`config.mk`:
```
export PLATFORM = sky130hd
export DESIGN_NAME = pwm_gen
export DESIGN_NICKNAME = d
export VERILOG_FILES = /design/src/rtl/pwm_gen.sv
export SDC_FILE = /design/constraint.sdc
export NUM_CORES = 1
export LEC_CHECK = 0
export CAP_MARGIN = 25
export CORE_ASPECT_RATIO = 2
export CORE_MARGIN = 1.5
export CORE_UTILIZATION = 50
export DETAILED_ROUTE_END_ITERATION = 8
export HOLD_SLACK_MARGIN = 0.05
export PLACE_DENSITY = 0.79
export SLEW_MARGIN = 20
export SYNTH_ARGS = -nofsm -noshare
export SYNTH_HDL_FRONTEND = slang
export SYNTH_SLANG_ARGS = --single-unit
```
`constraint.sdc`:
```
create_clock -name clk -period 6.8 [get_ports clk]
set_input_delay 1.02 -clock clk [delete_from_list [all_inputs] [get_ports clk]]
set_output_delay 1.02 -clock clk [all_outputs]
set_load 0.01 [all_outputs]
```
`src/rtl/pwm_gen.sv`:
```
// Complementary gate-drive PWM: fixed on-time, programmable off-time, dead-time gaps.
// Requests an off_div recompute once per UPDATE_DIV periods and samples it at the period boundary.
module pwm_gen #(
    parameter int unsigned ON_TIME    = 40,
    parameter int unsigned CNT_WIDTH  = 18,
    parameter int unsigned DEAD_TIME  = 4,
    parameter int unsigned MIN_OFF    = 2,
    parameter int unsigned UPDATE_DIV = 1
) (
    input  logic                 clk,
    input  logic                 n_rst,
    input  logic                 enable,
    input  logic                 fault,
    input  logic [CNT_WIDTH-1:0] off_div,
    input  logic                 pwm_rdy,
    output logic                 pwm_en,
    output logic                 gate_hi,
    output logic                 gate_lo,
    output logic                 period_done,
    output logic                 fault_lat
);

    localparam int unsigned PER_W = (UPDATE_DIV > 1) ? $clog2(UPDATE_DIV) : 1;

    typedef enum logic [2:0] {
        S_IDLE,
        S_ON,
        S_DEAD_A,
        S_OFF,
        S_DEAD_B,
        S_FAULT
    } state_t;

    state_t               state, state_n;
    logic [CNT_WIDTH-1:0] cnt, cnt_n;
    logic [CNT_WIDTH-1:0] off_lat, off_lat_n;
    logic [PER_W-1:0]     per_cnt, per_cnt_n;
    logic                 last_c;
    logic                 last_n;
    logic                 pwm_en_n;

    // Next-state, phase counter, period counter and off-time load.
    always_comb begin
        state_n   = state;
        cnt_n     = cnt;
        off_lat_n = off_lat;
        per_cnt_n = per_cnt;
        last_c    = (state == S_DEAD_B && cnt == CNT_WIDTH'(1)) ||
                    (DEAD_TIME == 0 && state == S_OFF && cnt == CNT_WIDTH'(1));

        case (state)
            S_IDLE: begin
                if (enable) state_n = S_ON;
            end
            S_ON: begin
                if (cnt == CNT_WIDTH'(1)) begin
                    if (DEAD_TIME != 0) begin
                        state_n = S_DEAD_A;
                        cnt_n   = CNT_WIDTH'(DEAD_TIME);
                    end else begin
                        state_n = S_OFF;
                        cnt_n   = off_lat;
                    end
                end else begin
                    cnt_n = cnt - CNT_WIDTH'(1);
                end
            end
            S_DEAD_A: begin
                if (cnt == CNT_WIDTH'(1)) begin
                    state_n = S_OFF;
                    cnt_n   = off_lat;
                end else begin
                    cnt_n = cnt - CNT_WIDTH'(1);
                end
            end
            S_OFF: begin
                if (cnt == CNT_WIDTH'(1)) begin
                    if (DEAD_TIME != 0) begin
                        state_n = S_DEAD_B;
                        cnt_n   = CNT_WIDTH'(DEAD_TIME);
                    end else begin
                        state_n = enable ? S_ON : S_IDLE;
                    end
                end else begin
                    cnt_n = cnt - CNT_WIDTH'(1);
                end
            end
            S_DEAD_B: begin
                if (cnt == CNT_WIDTH'(1)) begin
                    state_n = enable ? S_ON : S_IDLE;
                end else begin
                    cnt_n = cnt - CNT_WIDTH'(1);
                end
            end
            S_FAULT: begin
                if (!enable) state_n = S_IDLE;
            end
            default: state_n = S_IDLE;
        endcase

        if (last_c) begin
            per_cnt_n = (per_cnt == PER_W'(UPDATE_DIV - 1)) ? '0 : per_cnt + PER_W'(1);
        end

        // Fault overrides every transition, including the period boundary.
        if (fault) state_n = S_FAULT;

        if (state_n == S_IDLE || state_n == S_FAULT) begin
            per_cnt_n = '0;
            cnt_n     = '0;
        end

        if (state_n == S_ON && state != S_ON) begin
            cnt_n = CNT_WIDTH'(ON_TIME);
            if (pwm_rdy) begin
                off_lat_n = (off_div < CNT_WIDTH'(MIN_OFF)) ? CNT_WIDTH'(MIN_OFF) : off_div;
            end
        end

        last_n   = (state_n == S_DEAD_B && cnt_n == CNT_WIDTH'(1)) ||
                   (DEAD_TIME == 0 && state_n == S_OFF && cnt_n == CNT_WIDTH'(1));
        pwm_en_n = (state_n == S_OFF) && (state != S_OFF) && (per_cnt_n == '0);
    end

    // Outputs are decoded from the next state so they are registered yet phase-aligned.
    always_ff @(posedge clk or negedge n_rst) begin
        if (!n_rst) begin
            state       <= S_IDLE;
            cnt         <= '0;
            off_lat     <= CNT_WIDTH'(ON_TIME);
            per_cnt     <= '0;
            pwm_en      <= 1'b0;
            gate_hi     <= 1'b0;
            gate_lo     <= 1'b0;
            period_done <= 1'b0;
            fault_lat   <= 1'b0;
        end else begin
            state       <= state_n;
            cnt         <= cnt_n;
            off_lat     <= off_lat_n;
            per_cnt     <= per_cnt_n;
            pwm_en      <= pwm_en_n;
            gate_hi     <= (state_n == S_ON);
            gate_lo     <= (state_n == S_OFF);
            period_done <= last_n;
            fault_lat   <= (state_n == S_FAULT);
        end
    end

endmodule

```
== Word-level counts from Yosys, hierarchy flattened ==
Index checks and enable logic that the tools add are counted.
Storage, ports and cells
  register bits: 45
  word-level logic and storage cells: 55
  output and inout bits: 5
  bits of input ports: 23
Operators by class
  muxes and demuxes: 19
  order comparisons: 1
  add/subtract/negate cells: 2
  bitwise logic cells: 1
  reductions and logical operators: 10
  eq/ne operators: 13
Operators with widths (number)
  two-way mux 18 bit: 6
  one-hot mux 18 bit (3 select lines): 1
  equality test 18 x 1 -> 1 bit (second input constant): 2
  two-way mux 3 bit: 7
  < comparator 18 x 2 -> 1 bit (second input constant): 1
  one-hot mux 3 bit (6 select lines): 1
  subtractor 18 x 1 -> 18 bit (second input constant): 1
  equality test 3 bit (second input constant): 4
  equality test 3 x 2 -> 1 bit (second input constant): 3
  equality test 3 x 1 -> 1 bit (second input constant): 2
  logical NOT 3 bit: 2
  logical AND 1 bit: 5
  two-way mux 1 bit: 4
  != test 3 x 1 -> 1 bit (second input constant): 1
  != test 3 x 2 -> 1 bit (second input constant): 1
  AND reduction 2 bit: 1
  OR reduction 2 bit: 1
  adder 1 bit (second input constant): 1
  logical OR 1 bit: 1
  inverter 1 bit: 1

== Depth between registers and ports, before layout ==
  depth in word-level cells: 10
  depth in mapped cells: 15
  mapped depth without buffers: 14

== Least setup slack after synthesis ==
Ideal clock, no wire load.
  kind: register to register
  from: register cnt[1]
  to: register period_done
  data required time: 6.689 ns
  clock period less this slack: 2.721 ns
  arrival time: 2.610 ns
  path buffers: 1
  stages on the path, launching flop included: 16
  setup slack: 4.079 ns
  setup time: 0.111 ns
  path through: dfrtp_1 inv_1 ha_1 nor3b_1 nand4_1 nor2_2 inv_2 buf_6 ha_1 nand2_1 o21ai_0 a22oi_1 nand2_1 a211oi_1 nand4b_1 a2111oi_2
Between the ends
  longest elaborated chain between the ends: 10
  elaborated cells on any way between the ends: 22
  those cells by class: 1 x add/sub; 5 x eq/ne; 12 x mux; 4 x reduce/logical
RTL lines
  start: declaration: RTL line 35  | logic [CNT_WIDTH-1:0] cnt, cnt_n;
  start signal: assignment: RTL line 139  | cnt <= cnt_n;
  equality test 18 x 1 -> 1 bit (*)
  two-way mux 3 bit, on equally long branches
  one-hot mux 3 bit (6 select lines): RTL line 51  | case (state)
  two-way mux 3 bit: RTL line 106  | if (fault) state_n = S_FAULT;
  equality test 3 bit or logical NOT 3 bit (tied branches): RTL line 108  | if (state_n == S_IDLE || state_n == S_FAULT) begin
  logical OR 1 bit: RTL line 108
  two-way mux 18 bit: RTL line 108
  two-way mux 18 bit (*): RTL line 113  | if (state_n == S_ON && state != S_ON) begin
  via cnt_n[0]: RTL line 35
  equality test 18 x 1 -> 1 bit (*): RTL line 120  | last_n = (state_n == S_DEAD_B && cnt_n == CNT_WIDTH'(1)) ||
  logical AND 1 bit (*): RTL line 120
  via last_n: RTL line 39  | logic last_n;
  end signal: assignment: RTL line 145  | period_done <= last_n;
  end: declaration: RTL line 19  | output logic period_done,
The timed path passes the listed nets; every way through them passes the cells marked *.
A chain may end at the register's enable or synchronous reset.

== Worst setup path in the final report ==
  from: register cnt[0]
  to: register period_done
Between the ends
  longest elaborated chain between the ends: 10
  elaborated cells on any way between the ends: 22
  those cells by class: 1 x add/sub; 5 x eq/ne; 12 x mux; 4 x reduce/logical
RTL lines (RTL line)
  branches (longest 7 deep; another with subtractor 18 x 1 -> 18 bit)
  two-way mux 18 bit (*): 113
  via cnt_n[0]: 35
  equality test 18 x 1 -> 1 bit (*): 120
  logical AND 1 bit (*): 120
  via last_n: 39
Mark *: on every way through the listed nets, which the timed path passes.

==> run metrics <==
status=complete, no violations; worst skew pair latency=0.31 ns; depth of the CTS H-tree=2; Critical Path Sink Type=register; clock net sink count=45; Root Driver=clkbuf_8; GP Congestion=0.983; Crit Path Max Fanout=13; total congestion overflow=0; vias in the first global route=2,374; EDFF count, synth=0; CORE AREA=5180 um^2; number of library cell types mapped by synthesis=72; Crit-path slowest cell=dfrtp_1; Final Cycle Share=50.7%; first-pass GRT wire length=12.0 mm; WHS=0.513 ns; Mapped Area=2690 um^2; DRC viols=0; Least-Margin Pin Slew=0.807 ns; cts-stage hold buffer count=0; Tmin final=3.45 ns; Power, Total=961 uW; initial DRC count=102; Pwr per Cell Area=313 nW/um^2; total nets after synthesis=304; switch share=40.9%; Detailed Place HPWL=5.51 mm; drt wl/cell=20.3 um; multi-input logic area=1460 um^2; All-Layer GR Usage=28.7%; pre-CTS WS=3.37 ns; switching power=393 uW; initial antenna violation count=0; CP cell instances=ha_1 > nor3b_1 > nand4_1 > nor2_2 > inv_2 > ha_1 > nand2_1 > o21ai_0 > a22oi_1 > nand2_1 > a211oi_1 > nand4b_1 > a2111oi_2; 1st-pass router iterations=5; Main synth FF type=dfrtp_1; layout cells sized above 1=15.8%; Seq pwr share=38.7%; crit path kind=register to register; Synth Warn #=0; most area-hungry cell type in the Yosys netlist=dfrtp_1; Avg Inst Size Synth=9.69 um^2; slew margin rel.=46.2%; RR Startpoint=cnt[0]$_DFF_PN0_; CP top delay family=simple AND/OR/NAND/NOR gates; min-delay worst type=register to register; CTS Buf Count=5; Avg Vias per Cell=6.54; drt total wl=7.34 mm; largest net degree at the start of global routing=46; Synth top area share=39.9%; Initial Util=52.0%; crit-path max cell delay=0.50 ns; clk_skew=0.00937 ns; WP buf/inv=1; maximum vdd drop=0.000196 V; Cell Rows=37; Hold Startpoint=off_lat[14]$_DFFE_PN0P_; RSZ-0062 raised after global routing=false; register area share after synthesis=41.9%; Die Y-Extent=107 um; flip-flop and latch area=1130 um^2; Slew Limit Fails=0; final setup fails=0; Clock transition at path regs=0.09 ns; Ports=28; clock share of power=17.9%; Crit. Startpoint=cnt[0]$_DFF_PN0_; total leakage power=1.31 nW; CTS tree=done; nets@finish=328; Gates resized, CTS repair=0; worst setup margin=3.35 ns; setup bufs post-CTS=0; asr flop ratio synth=100%; Worst EP required=7.00 ns; Fin Setup TNS=0 ns; startpoint class of the critical path=register; via count=2,360; Port Buffer Count=27; full die area=5860 um^2; Final Hold Fails=0; Yosys reg bits=45; Filler cells=454; max_cap viols=0; synth-to-layout area growth=13.9%; Mapped Cells=278; arrival time at the worst endpoint=3.65 ns; Power Internal=568 uW; fmax=290 MHz; # diodes=0; Area contributors post-synth=dfrtp_1, mux2_2, nor2_1, nand2_1, o21ai_0; Routed Antenna Nets=0; combinational fraction of design power=43.4%; Max Buffers Root-to-Sink=2; Die Width=54.9 um
## path summary, 6_finish.rpt
| check | to | slack (ns) | depth (start not counted) |
|---|---|---|---|
| max | period_done$_DFF_PN0_ | 3.35 | 13 |
| min | off_lat[14]$_DFFE_PN0P_ | 0.51 | 1 |
| max reg2reg | period_done$_DFF_PN0_ | 3.35 | 13 |
| min reg2reg | off_lat[14]$_DFFE_PN0P_ | 0.51 | 1 |
| max in group asynchronous | off_lat[5]$_DFFE_PN1P_ | 5.72 | 1 |
| min in group asynchronous | cnt[17]$_DFF_PN0_ | 0.69 | 1 |
## logic make-up after synthesis
kind of cell | Yosys count | share of synthesized area [%]
multiplexers | 19 | 7.80
adder cells (fa/ha/maj) | 3 | 1.39
AO/OA/AOI/OAI | 70 | 19.2
XOR/XNOR | 4 | 2.00
flip-flops | 45 | 41.9
buffers and inverters | 23 | 4.23
AND/OR/NAND/NOR | 114 | 23.5
## layer usage
| layer | share of wire (%) | vias to the layer above | global-route usage [%] |
|---|---|---|---|
| met5 | 0 | - | 0 |
| met4 | 5.4 | 0 | 17.6 |
| met3 | 4.4 | 28 | 4.32 |
| met2 | 55 | 84 | 47.1 |
| met1 | 36 | 1159 | 33.0 |
| li1 | - | 1089 | - |
## state kept, by name (all words and copies together) (netlist names)
signal / count
gate_lo: 1
state: 3
gate_hi: 1
cnt: 18
fault_lat: 1
off_lat: 18
period_done: 1
pwm_en: 1
per_cnt: 1
## through the flow
step	instance area [um^2]	cells	utilization (%)
after detailed placement	2970	352	57.3
after global placement	2970	352	57.3
final	3070	361	59.2
after floorplan	2690	278	-
after global routing	3070	361	59.2
after CTS	3060	360	59.0
## final cells by class
| type | count | area share, % |
|---|---|---|
| Clock buffer | 6 | 2.36 |
| Inverter | 10 | 1.22 |
| Timing Repair Buffer | 30 | 9.38 |
| Sequential cell | 45 | 36.8 |
| Clock inverter | 2 | 0.489 |
| Tap cell | 58 | 2.36 |
| Multi-Input combinational cell | 210 | 47.4 |
## cells in the mapped netlist (3+ instances only)
| library cell | instances |
|---|---|
| a211oi_1 | 3 |
| a21oi_1 | 13 |
| and2_1 | 4 |
| buf_2 | 4 |
| buf_6 | 3 |
| clkbuf_1 | 6 |
| dfrtp_1 | 43 |
| ha_1 | 3 |
| inv_1 | 8 |
| mux2_2 | 16 |
| mux2i_1 | 3 |
| nand2_1 | 24 |
| nand3_1 | 5 |
| nand4_1 | 3 |
| nor2_1 | 30 |
| nor3_1 | 8 |
| nor4_1 | 8 |
| o21ai_0 | 15 |
| o21ai_1 | 3 |
| or3_1 | 5 |
| xnor2_1 | 3 |
## cells in the final DEF, fill, tap and decap left out, types with 4 or more instances in the layout
| master | n |
|---|---|
| clkdlybuf4s50_1 | 26 |
| inv_1 | 8 |
| or3_1 | 5 |
| nor4_1 | 8 |
| and2_1 | 4 |
| clkbuf_8 | 5 |
| o21ai_0 | 14 |
| nor3_1 | 8 |
| nor2_1 | 30 |
| mux2_2 | 16 |
| nand3_1 | 5 |
| a21oi_1 | 13 |
| dfrtp_1 | 43 |
| nand2_1 | 24 |
## worst register-to-register path, delay by kind of cell, from the launching register on
| family | cells | cell delay [ns] |
|---|---|---|
| and+or+nand+nor | 6 | 1.29 |
| DFF | 1 | 0.50 |
| buffers and inverters | 1 | 0.23 |
| adders and majority gates | 2 | 0.52 |
| AOI/OAI and AO/OA | 4 | 0.79 |
## power groups by stage
stage / Sequential (mW) / Combinational, mW / Clock (mW)
3_5_place_dp: 0.375 / 0.404 / 0
5_1_grt: 0.379 / 0.455 / 0.183
2_1_floorplan: 0.359 / 0.306 / 0
4_1_cts: 0.370 / 0.407 / 0.172
3_3_place_gp: 0.373 / 0.402 / 0
6_report: 0.372 / 0.417 / 0.172
No activity file was read; power rests on OpenSTA's default activity.
